--- config.mk ---
export PLATFORM = sky130hd
export DESIGN_NAME = vga_sync_gen
export DESIGN_NICKNAME = d
export VERILOG_FILES = /design/src/rtl/vga_pkg.sv /design/src/rtl/vga_axis_cnt.sv /design/src/rtl/vga_sync_gen.sv
export SDC_FILE = /design/constraint.sdc
export NUM_CORES = 1
export LEC_CHECK = 0
export ABC_CLOCK_PERIOD_IN_PS = 5900
export CAP_MARGIN = 20
export CORE_MARGIN = 2
export CORE_UTILIZATION = 35
export CTS_BUF_LIST = sky130_fd_sc_hd__clkbuf_2 sky130_fd_sc_hd__clkbuf_4 sky130_fd_sc_hd__clkbuf_8
export DETAILED_ROUTE_END_ITERATION = 16
export GPL_TIMING_DRIVEN = 0
export PLACE_DENSITY = 0.52
export SYNTH_ARGS = -nofsm -noshare
export SYNTH_HDL_FRONTEND = slang
export SYNTH_HIERARCHICAL = 1
export SYNTH_SLANG_ARGS = --single-unit
export TNS_END_PERCENT = 30
--- constraint.sdc ---
create_clock -name clk -period 5.9 [get_ports clk]
set_input_delay 1.18 -clock clk [delete_from_list [all_inputs] [get_ports clk]]
set_output_delay 1.18 -clock clk [all_outputs]
set_load 0.01 [all_outputs]
--- src/rtl/vga_pkg.sv ---
// Shared VGA timing defaults, derived totals and the per-axis phase type.
// Latency: n/a (declarations only). Backpressure: n/a.
// Phase encoding is Gray-ordered so each ACTIVE->FRONT->SYNC->BACK step flips one bit.
package vga_pkg;

    localparam int CNT_W = 11;

    localparam int DEF_H_DISPLAY = 640;
    localparam int DEF_H_FRONT   = 16;
    localparam int DEF_H_SYNC    = 96;
    localparam int DEF_H_BACK    = 48;
    localparam int DEF_V_DISPLAY = 480;
    localparam int DEF_V_FRONT   = 10;
    localparam int DEF_V_SYNC    = 2;
    localparam int DEF_V_BACK    = 33;

    localparam int DEF_H_TOTAL = DEF_H_DISPLAY + DEF_H_FRONT + DEF_H_SYNC + DEF_H_BACK;
    localparam int DEF_V_TOTAL = DEF_V_DISPLAY + DEF_V_FRONT + DEF_V_SYNC + DEF_V_BACK;

    typedef enum logic [1:0] {
        ACTIVE = 2'b00,
        FRONT  = 2'b01,
        SYNC   = 2'b11,
        BACK   = 2'b10
    } phase_e;

    function automatic logic sync_level(input phase_e ph, input logic pol);
        return (ph == SYNC) ? pol : ~pol;
    endfunction

endpackage

--- src/rtl/vga_axis_cnt.sv ---
// One raster axis: wrapping position counter plus ACTIVE/FRONT/SYNC/BACK phase FSM.
// Latency: cnt and phase update on the clk after en; next-state values are exported.
// Backpressure: none; en is the only advance qualifier.
module vga_axis_cnt
    import vga_pkg::*;
#(
    parameter int SEG_DISPLAY = DEF_H_DISPLAY,
    parameter int SEG_FRONT   = DEF_H_FRONT,
    parameter int SEG_SYNC    = DEF_H_SYNC,
    parameter int SEG_BACK    = DEF_H_BACK
)(
    input  logic             clk,
    input  logic             rst_n,
    input  logic             en,
    output logic [CNT_W-1:0] cnt,
    output logic             nxt_zero,
    output phase_e           phase_nxt
);

    localparam int TOTAL = SEG_DISPLAY + SEG_FRONT + SEG_SYNC + SEG_BACK;

    localparam logic [CNT_W-1:0] LAST     = CNT_W'(TOTAL - 1);
    localparam logic [CNT_W-1:0] FRONT_AT = CNT_W'(SEG_DISPLAY);
    localparam logic [CNT_W-1:0] SYNC_AT  = CNT_W'(SEG_DISPLAY + SEG_FRONT);
    localparam logic [CNT_W-1:0] BACK_AT  = CNT_W'(SEG_DISPLAY + SEG_FRONT + SEG_SYNC);

    logic [CNT_W-1:0] cnt_q, cnt_d;
    phase_e           phase_q, phase_d;

    // Values at or past LAST (including unreachable ones) fold back to 0.
    always_comb begin
        cnt_d = cnt_q;
        if (en) begin
            cnt_d = (cnt_q >= LAST) ? '0 : cnt_q + CNT_W'(1);
        end
    end

    always_comb begin
        phase_d = phase_q;
        if (en) begin
            if (cnt_d < FRONT_AT) begin
                phase_d = ACTIVE;
            end else if (cnt_d < SYNC_AT) begin
                phase_d = FRONT;
            end else if (cnt_d < BACK_AT) begin
                phase_d = SYNC;
            end else begin
                phase_d = BACK;
            end
        end
    end

    always_ff @(posedge clk or negedge rst_n) begin
        if (!rst_n) begin
            cnt_q   <= '0;
            phase_q <= ACTIVE;
        end else begin
            cnt_q   <= cnt_d;
            phase_q <= phase_d;
        end
    end

    assign cnt       = cnt_q;
    assign nxt_zero  = (cnt_d == '0);
    assign phase_nxt = phase_d;

endmodule

--- src/rtl/vga_sync_gen.sv ---
// VGA raster timing: pixel-rate tick, x/y counters, registered hsync/vsync/video_on, frame_start.
// Latency: outputs change together one clk after p_tick; VGA_SYNC_DELAY_EN adds 2 pixel slots to syncs/video_on.
// Backpressure: none; free-running from clk once rst_n is released.
module vga_sync_gen
    import vga_pkg::*;
#(
    parameter int   CLK_DIV   = 2,
    parameter int   H_DISPLAY = DEF_H_DISPLAY,
    parameter int   H_FRONT   = DEF_H_FRONT,
    parameter int   H_SYNC    = DEF_H_SYNC,
    parameter int   H_BACK    = DEF_H_BACK,
    parameter int   V_DISPLAY = DEF_V_DISPLAY,
    parameter int   V_FRONT   = DEF_V_FRONT,
    parameter int   V_SYNC    = DEF_V_SYNC,
    parameter int   V_BACK    = DEF_V_BACK,
    parameter logic SYNC_POL  = 1'b0
)(
    input  logic             clk,
    input  logic             rst_n,
    output logic             p_tick,
    output logic [CNT_W-1:0] pix_x,
    output logic [CNT_W-1:0] pix_y,
    output logic             video_on,
    output logic             hsync,
    output logic             vsync,
    output logic             frame_start
);

    localparam int              DIV_W    = (CLK_DIV > 1) ? $clog2(CLK_DIV) : 1;
    localparam logic [DIV_W-1:0] DIV_LAST = DIV_W'(CLK_DIV - 1);

    logic [DIV_W-1:0] div_cnt_q, div_cnt_d;
    logic             p_tick_q, p_tick_d;
    logic             frame_start_q, frame_start_d;
    logic             hsync_q, hsync_d;
    logic             vsync_q, vsync_d;
    logic             video_on_q, video_on_d;

    logic   h_nxt_zero, v_nxt_zero, v_en;
    phase_e h_phase_nxt, v_phase_nxt;

    // A zero next-x on a tick can only mean the line just wrapped.
    assign v_en = p_tick_q & h_nxt_zero;

    vga_axis_cnt #(
        .SEG_DISPLAY (H_DISPLAY),
        .SEG_FRONT   (H_FRONT),
        .SEG_SYNC    (H_SYNC),
        .SEG_BACK    (H_BACK)
    ) u_h_axis (
        .clk       (clk),
        .rst_n     (rst_n),
        .en        (p_tick_q),
        .cnt       (pix_x),
        .nxt_zero  (h_nxt_zero),
        .phase_nxt (h_phase_nxt)
    );

    vga_axis_cnt #(
        .SEG_DISPLAY (V_DISPLAY),
        .SEG_FRONT   (V_FRONT),
        .SEG_SYNC    (V_SYNC),
        .SEG_BACK    (V_BACK)
    ) u_v_axis (
        .clk       (clk),
        .rst_n     (rst_n),
        .en        (v_en),
        .cnt       (pix_y),
        .nxt_zero  (v_nxt_zero),
        .phase_nxt (v_phase_nxt)
    );

    // Sync/video flops use the axes' next phase so they move in the same clk as pix_x/pix_y.
    always_comb begin
        div_cnt_d     = (div_cnt_q >= DIV_LAST) ? '0 : div_cnt_q + DIV_W'(1);
        p_tick_d      = (div_cnt_q == DIV_LAST);
        frame_start_d = p_tick_d & h_nxt_zero & v_nxt_zero;
        hsync_d       = sync_level(h_phase_nxt, SYNC_POL);
        vsync_d       = sync_level(v_phase_nxt, SYNC_POL);
        video_on_d    = (h_phase_nxt == ACTIVE) && (v_phase_nxt == ACTIVE);
    end

    always_ff @(posedge clk or negedge rst_n) begin
        if (!rst_n) begin
            div_cnt_q     <= '0;
            p_tick_q      <= 1'b0;
            frame_start_q <= 1'b0;
            hsync_q       <= ~SYNC_POL;
            vsync_q       <= ~SYNC_POL;
            video_on_q    <= 1'b0;
        end else begin
            div_cnt_q     <= div_cnt_d;
            p_tick_q      <= p_tick_d;
            frame_start_q <= frame_start_d;
            hsync_q       <= hsync_d;
            vsync_q       <= vsync_d;
            video_on_q    <= video_on_d;
        end
    end

    assign p_tick      = p_tick_q;
    assign frame_start = frame_start_q;

`ifdef VGA_SYNC_DELAY_EN
    // Two pixel-slot pipeline matching font ROM + RGB register latency downstream.
    logic [1:0] hsync_dly_q, hsync_dly_d;
    logic [1:0] vsync_dly_q, vsync_dly_d;
    logic [1:0] video_on_dly_q, video_on_dly_d;

    always_comb begin
        hsync_dly_d    = hsync_dly_q;
        vsync_dly_d    = vsync_dly_q;
        video_on_dly_d = video_on_dly_q;
        if (p_tick_q) begin
            hsync_dly_d    = {hsync_dly_q[0], hsync_q};
            vsync_dly_d    = {vsync_dly_q[0], vsync_q};
            video_on_dly_d = {video_on_dly_q[0], video_on_q};
        end
    end

    always_ff @(posedge clk or negedge rst_n) begin
        if (!rst_n) begin
            hsync_dly_q    <= {2{~SYNC_POL}};
            vsync_dly_q    <= {2{~SYNC_POL}};
            video_on_dly_q <= 2'b00;
        end else begin
            hsync_dly_q    <= hsync_dly_d;
            vsync_dly_q    <= vsync_dly_d;
            video_on_dly_q <= video_on_dly_d;
        end
    end

    assign hsync    = hsync_dly_q[1];
    assign vsync    = vsync_dly_q[1];
    assign video_on = video_on_dly_q[1];
`else
    assign hsync    = hsync_q;
    assign vsync    = vsync_q;
    assign video_on = video_on_q;
`endif

endmodule

# Word level (Yosys, flattened, before mapping)
# Cells that the tools add are included.
# W data, S select, Z words.
dict set report word_totals {
  ff_bits 32
  mem_bits_rw 0
  rom_bits 0
  memories 0
  latchBits 0
  out_inout_bits 27
}
dict set report op_classes {
  div_mod_pow 0
  bitwise 3
  eq_ne 2
  n_reduce_logical 5
  n_mul 0
  magnitude_cmp 9
  n_shift 0
  n_mux 15
  add_sub_neg 3
}
# op n
set op_table {}
lappend op_table {{$mux W11} 4}
lappend op_table {{$lt A11 B10 Y1 const B} 3}
lappend op_table {{$lt A11 B9 Y1 const B} 3}
lappend op_table {{$add A11 B1 Y11 const B} 2}
lappend op_table {{$ge A11 B10 Y1 const B} 2}
lappend op_table {{$logic_not A11 Y1} 2}
lappend op_table {{$mux W2} 6}
lappend op_table {{$mux W1} 5}
lappend op_table {{$eq A2 B2 Y1 const B} 2}
lappend op_table {{$logic_not A2 Y1} 2}
lappend op_table {{$and A1 B1 Y1} 3}
lappend op_table {{$add A1 B1 Y1 const B} 1}
lappend op_table {{$ge A1 B1 Y1 const B} 1}
lappend op_table {{$logic_and A1 B1 Y1} 1}

# Longest topological paths before layout
dict set report depth {
  word_depth 13
  mapped_depth 16
  ltp_nobuf 13
}

# By module
# Netlist, hierarchy kept.
# module cells_each instances area_per_inst_um2 seq_area_each_um2
set by_module_without_submodules {}
lappend by_module_without_submodules {{vga_axis_cnt at u_h_axis} 120 1 1054.8 325.3}
lappend by_module_without_submodules {{vga_axis_cnt at u_v_axis} 93 1 899.6 325.3}
lappend by_module_without_submodules {vga_sync_gen 12 1 188.9 152.6}

# Worst setup path before layout
# OpenSTA, ideal clock, no wires.
dict set report synth_timing {
  path_type {register to register}
  startpoint {register u_h_axis.cnt_q[0], in the netlist u_h_axis/cnt[0]}
  endpoint {register video_on_q, in the netlist video_on}
  path_stages_with_launch 17
  n_path_buf 3
  setup_slack_ns 2.848
  synth_period_minus_slack_ns 3.052
  t_arrival_ns 2.957
  required_time_ns 5.804
  cell_sequence {dfrtp_1 ha_1 buf_6 and4_1 buf_2 mux2i_1 nor3_1 o22a_1 a41o_1 and2_1 buf_6 nand4_2 nor3_2 xnor2_1 nand3b_4 o221ai_1 nor4_2}
}
dict set report synth_via {
  word_cells_on_any_way 24
}
# element line_no
set synth_lines {}
lappend synth_lines {{start: declaration} vga_axis_cnt.sv:27} ;# logic [CNT_W-1:0] cnt_q, cnt_d;
lappend synth_lines {{start signal: assignment} vga_axis_cnt.sv:58} ;# cnt_q <= cnt_d;
lappend synth_lines {{$add A11 B1 Y11 or $ge A11 B10 Y1 (tied branches)} vga_axis_cnt.sv:34} ;# cnt_d = (cnt_q >= LAST) ? '0 : cnt_q + CNT_W'(1);
lappend synth_lines {{$mux W11} vga_axis_cnt.sv:34}
lappend synth_lines {{$mux W11 *} vga_axis_cnt.sv:33} ;# if (en) begin
lappend synth_lines {{$logic_not A11 Y1 *} vga_axis_cnt.sv:64} ;# assign nxt_zero = (cnt_d == '0);
lappend synth_lines {{via h_nxt_zero} vga_sync_gen.sv:39} ;# logic h_nxt_zero, v_nxt_zero, v_en;
lappend synth_lines {{$and A1 B1 Y1 *} vga_sync_gen.sv:43} ;# assign v_en = p_tick_q & h_nxt_zero;
lappend synth_lines {{via v_en} vga_sync_gen.sv:39}
lappend synth_lines {{$mux W11} vga_axis_cnt.sv:33}
lappend synth_lines {{$lt A11 B9 Y1} vga_axis_cnt.sv:43} ;# end else if (cnt_d < SYNC_AT) begin
lappend synth_lines {{$mux W2} vga_axis_cnt.sv:43}
lappend synth_lines {{$mux W2} vga_axis_cnt.sv:41} ;# if (cnt_d < FRONT_AT) begin
lappend synth_lines {{$mux W2 *} vga_axis_cnt.sv:40} ;# if (en) begin
lappend synth_lines {{via v_phase_nxt[1]} vga_sync_gen.sv:40} ;# phase_e h_phase_nxt, v_phase_nxt;
lappend synth_lines {{$logic_not A2 Y1 *} vga_sync_gen.sv:80} ;# video_on_d = (h_phase_nxt == ACTIVE) && (v_phase_nxt == ACTIVE);
lappend synth_lines {{$logic_and A1 B1 Y1 *} vga_sync_gen.sv:80}
lappend synth_lines {{via video_on_d} vga_sync_gen.sv:37} ;# logic video_on_q, video_on_d;
lappend synth_lines {{end signal: assignment} vga_sync_gen.sv:97} ;# video_on_q <= video_on_d;
lappend synth_lines {{end: declaration} vga_sync_gen.sv:37}
# The timed path passes the listed nets; every way through them passes the cells marked *.

# Worst setup path after layout
dict set report layout_timing {
  startpoint {register u_h_axis.cnt_q[0], in the netlist u_h_axis/cnt[0]}
  endpoint {register video_on_q, in the netlist video_on}
}
dict set report layout_via {
  elab_chain_cells 13
  word_cells_on_any_way 24
}
# element line_no
set layout_rtl {}
lappend layout_rtl {{$add A11 B1 Y11 or $ge A11 B10 Y1 (tied branches)} vga_axis_cnt.sv:34}
lappend layout_rtl {{$mux W11} vga_axis_cnt.sv:34}
lappend layout_rtl {{$mux W11 *} vga_axis_cnt.sv:33}
lappend layout_rtl {{$logic_not A11 Y1 *} vga_axis_cnt.sv:64}
lappend layout_rtl {{via h_nxt_zero} vga_sync_gen.sv:39}
lappend layout_rtl {{$and A1 B1 Y1 *} vga_sync_gen.sv:43}
lappend layout_rtl {{via v_en} vga_sync_gen.sv:39}
lappend layout_rtl {{$mux W11} vga_axis_cnt.sv:33}
lappend layout_rtl {{$lt A11 B9 Y1} vga_axis_cnt.sv:45} ;# end else if (cnt_d < BACK_AT) begin
lappend layout_rtl {{$mux W1} vga_axis_cnt.sv:45}
lappend layout_rtl {{$mux W2} vga_axis_cnt.sv:43}
lappend layout_rtl {{$mux W2} vga_axis_cnt.sv:41}
lappend layout_rtl {{$mux W2 *} vga_axis_cnt.sv:40}
lappend layout_rtl {{via v_phase_nxt[0]} vga_sync_gen.sv:40}
lappend layout_rtl {{$logic_not A2 Y1 *} vga_sync_gen.sv:80}
lappend layout_rtl {{$logic_and A1 B1 Y1 *} vga_sync_gen.sv:80}
lappend layout_rtl {{via video_on_d} vga_sync_gen.sv:37}
# Marked as above.

==> results.md <==
- Status: finished clean
- Vias per cell: ~5.4
- Post-CTS sizing: 0
- Crit share post-route: between 50% and 60%
- Sequential fraction of the synthesis area: between 30% and 40%
- MaxCap Viol Count: 0
- Gate Count Post-Synth: 225
- Fin Clk Skew: between 0.01 and 0.015 ns
- Die Height: 82.3 um
- Synth Cell Area: about 0.0021 mm^2
- Power Total: roughly 0.40 mW
- Worst R2R End: video_on$_DFF_PN0_
- Hold buffer count at CTS: 0
- Slew Limit Fails: 0
- VDD IR-drop max: slightly above 0.1 mV
- First-pass GRT wire length: 8.20 mm
- Drt total wl: 5.11 mm
- Crit path launch type: flip-flop
- Cell area power density: ~150 mW/mm^2
- Initial core utilization: 36.2%
- Die W: between 80 and 90 um
- FF-to-FF path depth: 16
- Crit path kind: reg -> reg
- Placed cell area: ~0.0025 mm^2
- Max clock buf depth: 2
- Top_reg_cell synth: dfrtp_1
- Total GRT Usage: 15.8%
- Initial antenna violation count: 0
- DRT antenna net count: 0
- DRT iter0 DRCs: about 140
- DIE AREA: 0.00677 mm^2
- RSZ-0062 raised after global routing: no
- CP max FO: 10
- Postcts setup bufs: 0
- Crit path capture type: flip-flop
- Syn_area_per_cell: around 9.5 um^2
- Row cnt: 28
- Rel. slew slack: between 50% and 60%
- Clock root buffer: clkbuf_8
- Post-synth EDFFs: 0
- Hold endpoint: p_tick$_DFF_PN0_
- Number of global-route vias before repair: ~1600
- Pleak: 1.12 nW
- Worst Path Required: around 6.1 ns
- Largest net degree at the start of global routing: 33
- Overflow after GRT: 0
- Post-synthesis register bit count: 32
- Post-Syn Nets: between 200 and 250
- First-pass detailed-route iteration total: 4
- Async S/R FF share, synth: between 90% and 100%
- Setup WS post-layout: between 2 and 2.5 ns
- Final Setup Violations: 0
- FF-to-FF Start: u_h_axis/cnt[0]$_DFF_PN0_
- Antenna Cells: 0
- # DRC: 0
- HP Class: reg -> reg
- Worst Hold Depth: 0
- Hold Startpoint: div_cnt_q$_DFF_PN0_
- Synthesis Warnings: 6
- H-tree Lvls: 2
- CTS tree: done
- Placed insts: approximately 330
- Unique masters post-synth: between 60 and 70
- R2R Setup Slk: approximately 2.5 ns
- Sink Count: 32
- IO Port Bufs: 28
- Clock latency on the worst-skew pair: around 0.28 ns
- Setup Total Neg Slack: 0 ns
- CTS Buf Count: 5
- Layout net count: around 270
- Post-route insts no fill: 336
- Clk slew on worst S/H paths: around 0.070 ns
- Pre-CTS setup slack: ~2.5 ns
- Core Footprint: approximately 0.0059 mm^2
- Placer Congestion: about 0.85
- Fin. Hold Viols: 0
- Share of cells above drive strength 1: 18.0%
- Wire per inst: ~15 um
- Via count: 1830
- Critical path data arrival time: around 3.6 ns
- Fin area: around 0.0026 mm^2
- Max frequency: around 290 MHz
- Worst Max-Slew Pin Slew: between 0.7 and 0.8 ns
- Final HPWL DP: between 3 and 4 mm
- Layout area overhead: 21.5%
- Post-route minimum period: roughly 3.4 ns
- # IOs: 29
[area by class of cell]
| class | instances | area (um^2) |
|---|---|---|
| well taps | 75 | 93.8 |
| clock buffers | 6 | 82.6 |
| clock inverters | 2 | 10.0 |
| fillers | 568 | 3320 |
| plain buffers | 16 | 150 |
| repair buffers | 28 | 275 |
| multi-input cells | 165 | 1140 |
| flip-flops and latches | 32 | 803 |
| inverters | 12 | 45.0 |
[critical path, cell delays in order, from the launching register on]
cell     delay (ns)
dfrtp_1        0.39
ha_1           0.22
buf_6          0.14
and4_1         0.18
buf_2          0.14
mux2i_1        0.24
nor3_1         0.09
o22a_1         0.22
a41o_1         0.24
and2_1         0.15
buf_6          0.14
nand3_2        0.14
nor3_2         0.07
nor3_1         0.34
nor3b_2        0.27
o32ai_2        0.14
nor4_2         0.24
[cell usage in the layout (no fill, tap or decap), types with 3 or more instances in the layout]
master,n
clkdlybuf4s50_1,27
nor4_2,3
nand2b_1,4
clkbuf_8,10
a21oi_1,6
clkbuf_2,3
xnor2_1,9
nand2_1,16
nor2_1,22
and3_1,3
inv_1,12
o21ai_0,7
o2bb2ai_1,3
buf_6,5
and2_1,3
o31ai_1,3
mux2i_1,4
xor2_1,6
dfrtp_1,30
nand4_1,5
nor3_1,10
ha_1,3
nand3_1,8
[flip-flops by register name (all words and copies together) (netlist names)]
| register | cells |
|---|---|
| p_tick | 1 |
| u_h_axis/cnt | 11 |
| frame_start | 1 |
| div_cnt_q | 1 |
| u_v_axis/cnt | 11 |
| u_h_axis/phase_q | 2 |
| vsync | 1 |
| u_v_axis/phase_q | 2 |
| video_on | 1 |
| hsync | 1 |
[per-stage QoR]
step / util, % / hold WS, ns
2_1_floorplan: - / 0.366
3_3_place_gp: 42.5 / 0.382
3_5_place_dp: 42.4 / 0.393
4_1_cts: 44.0 / 0.408
5_1_grt: 44.0 / 0.453
6_report: 44.0 / 0.402
[worst max path at each step]
stage	start	end	slack (ns)
after detailed placement	u_h_axis/cnt[0]$_DFF_PN0_	video_on$_DFF_PN0_	2.51
final	u_h_axis/cnt[0]$_DFF_PN0_	video_on$_DFF_PN0_	2.46
after CTS	u_h_axis/cnt[0]$_DFF_PN0_	video_on$_DFF_PN0_	2.49
after global routing	u_h_axis/cnt[0]$_DFF_PN0_	video_on$_DFF_PN0_	2.27
after global placement	u_h_axis/cnt[0]$_DFF_PN0_	video_on$_DFF_PN0_	2.51
after floorplan	u_h_axis/cnt[0]$_DFF_PN0_	video_on$_DFF_PN0_	2.85
[synth_stat cells (3+ instances only)]
cell type,number,area share (%)
nor4_2,3,1.8
clkbuf_8,4,2.6
dfrtp_1,30,35
buf_6,5,2.6
xor2_1,6,2.5
xnor2_1,9,3.7
nand4_1,5,1.5
ha_1,3,1.8
o2bb2ai_1,3,1.2
inv_1,12,2.1
mux2i_1,4,1.9
and2_1,3,0.88
o31ai_1,3,1.1
nand3_1,8,1.9
and3_1,3,0.88
o21ai_0,7,1.6
nor3_1,10,2.3
clkbuf_2,3,0.70
nor2_1,22,3.9
nand2b_1,4,1.2
a21oi_1,6,1.4
nand2_1,16,2.8
[cell families after synthesis]
| logic type | after synthesis | share of synthesized area, % |
|---|---|---|
| and+or+nand+nor | 98 | 27.4 |
| muxes | 4 | 1.87 |
| adders and majority gates | 3 | 1.75 |
| xor gates and xnor gates | 15 | 6.13 |
| DFF | 32 | 37.5 |
| AOI/OAI and AO/OA | 45 | 16.2 |
| buffers and inverters | 28 | 9.11 |
[layer usage]
metal / share of wire [%] / routed length, um / GRT usage [%]
met4: 0.51 / 26 / 3.17
met1: 50 / 2530 / 23.8
met3: 6.4 / 325 / 4.57
met2: 43 / 2220 / 22.3
met5: 0 / 0 / 0
[where the power goes]
group          internal [mW]  switching [mW]
Sequential             0.219               0
Clock                 0.0931          0.0821
Combinational       0.000238         0.00429
Power figures use the tool's default switching activity.
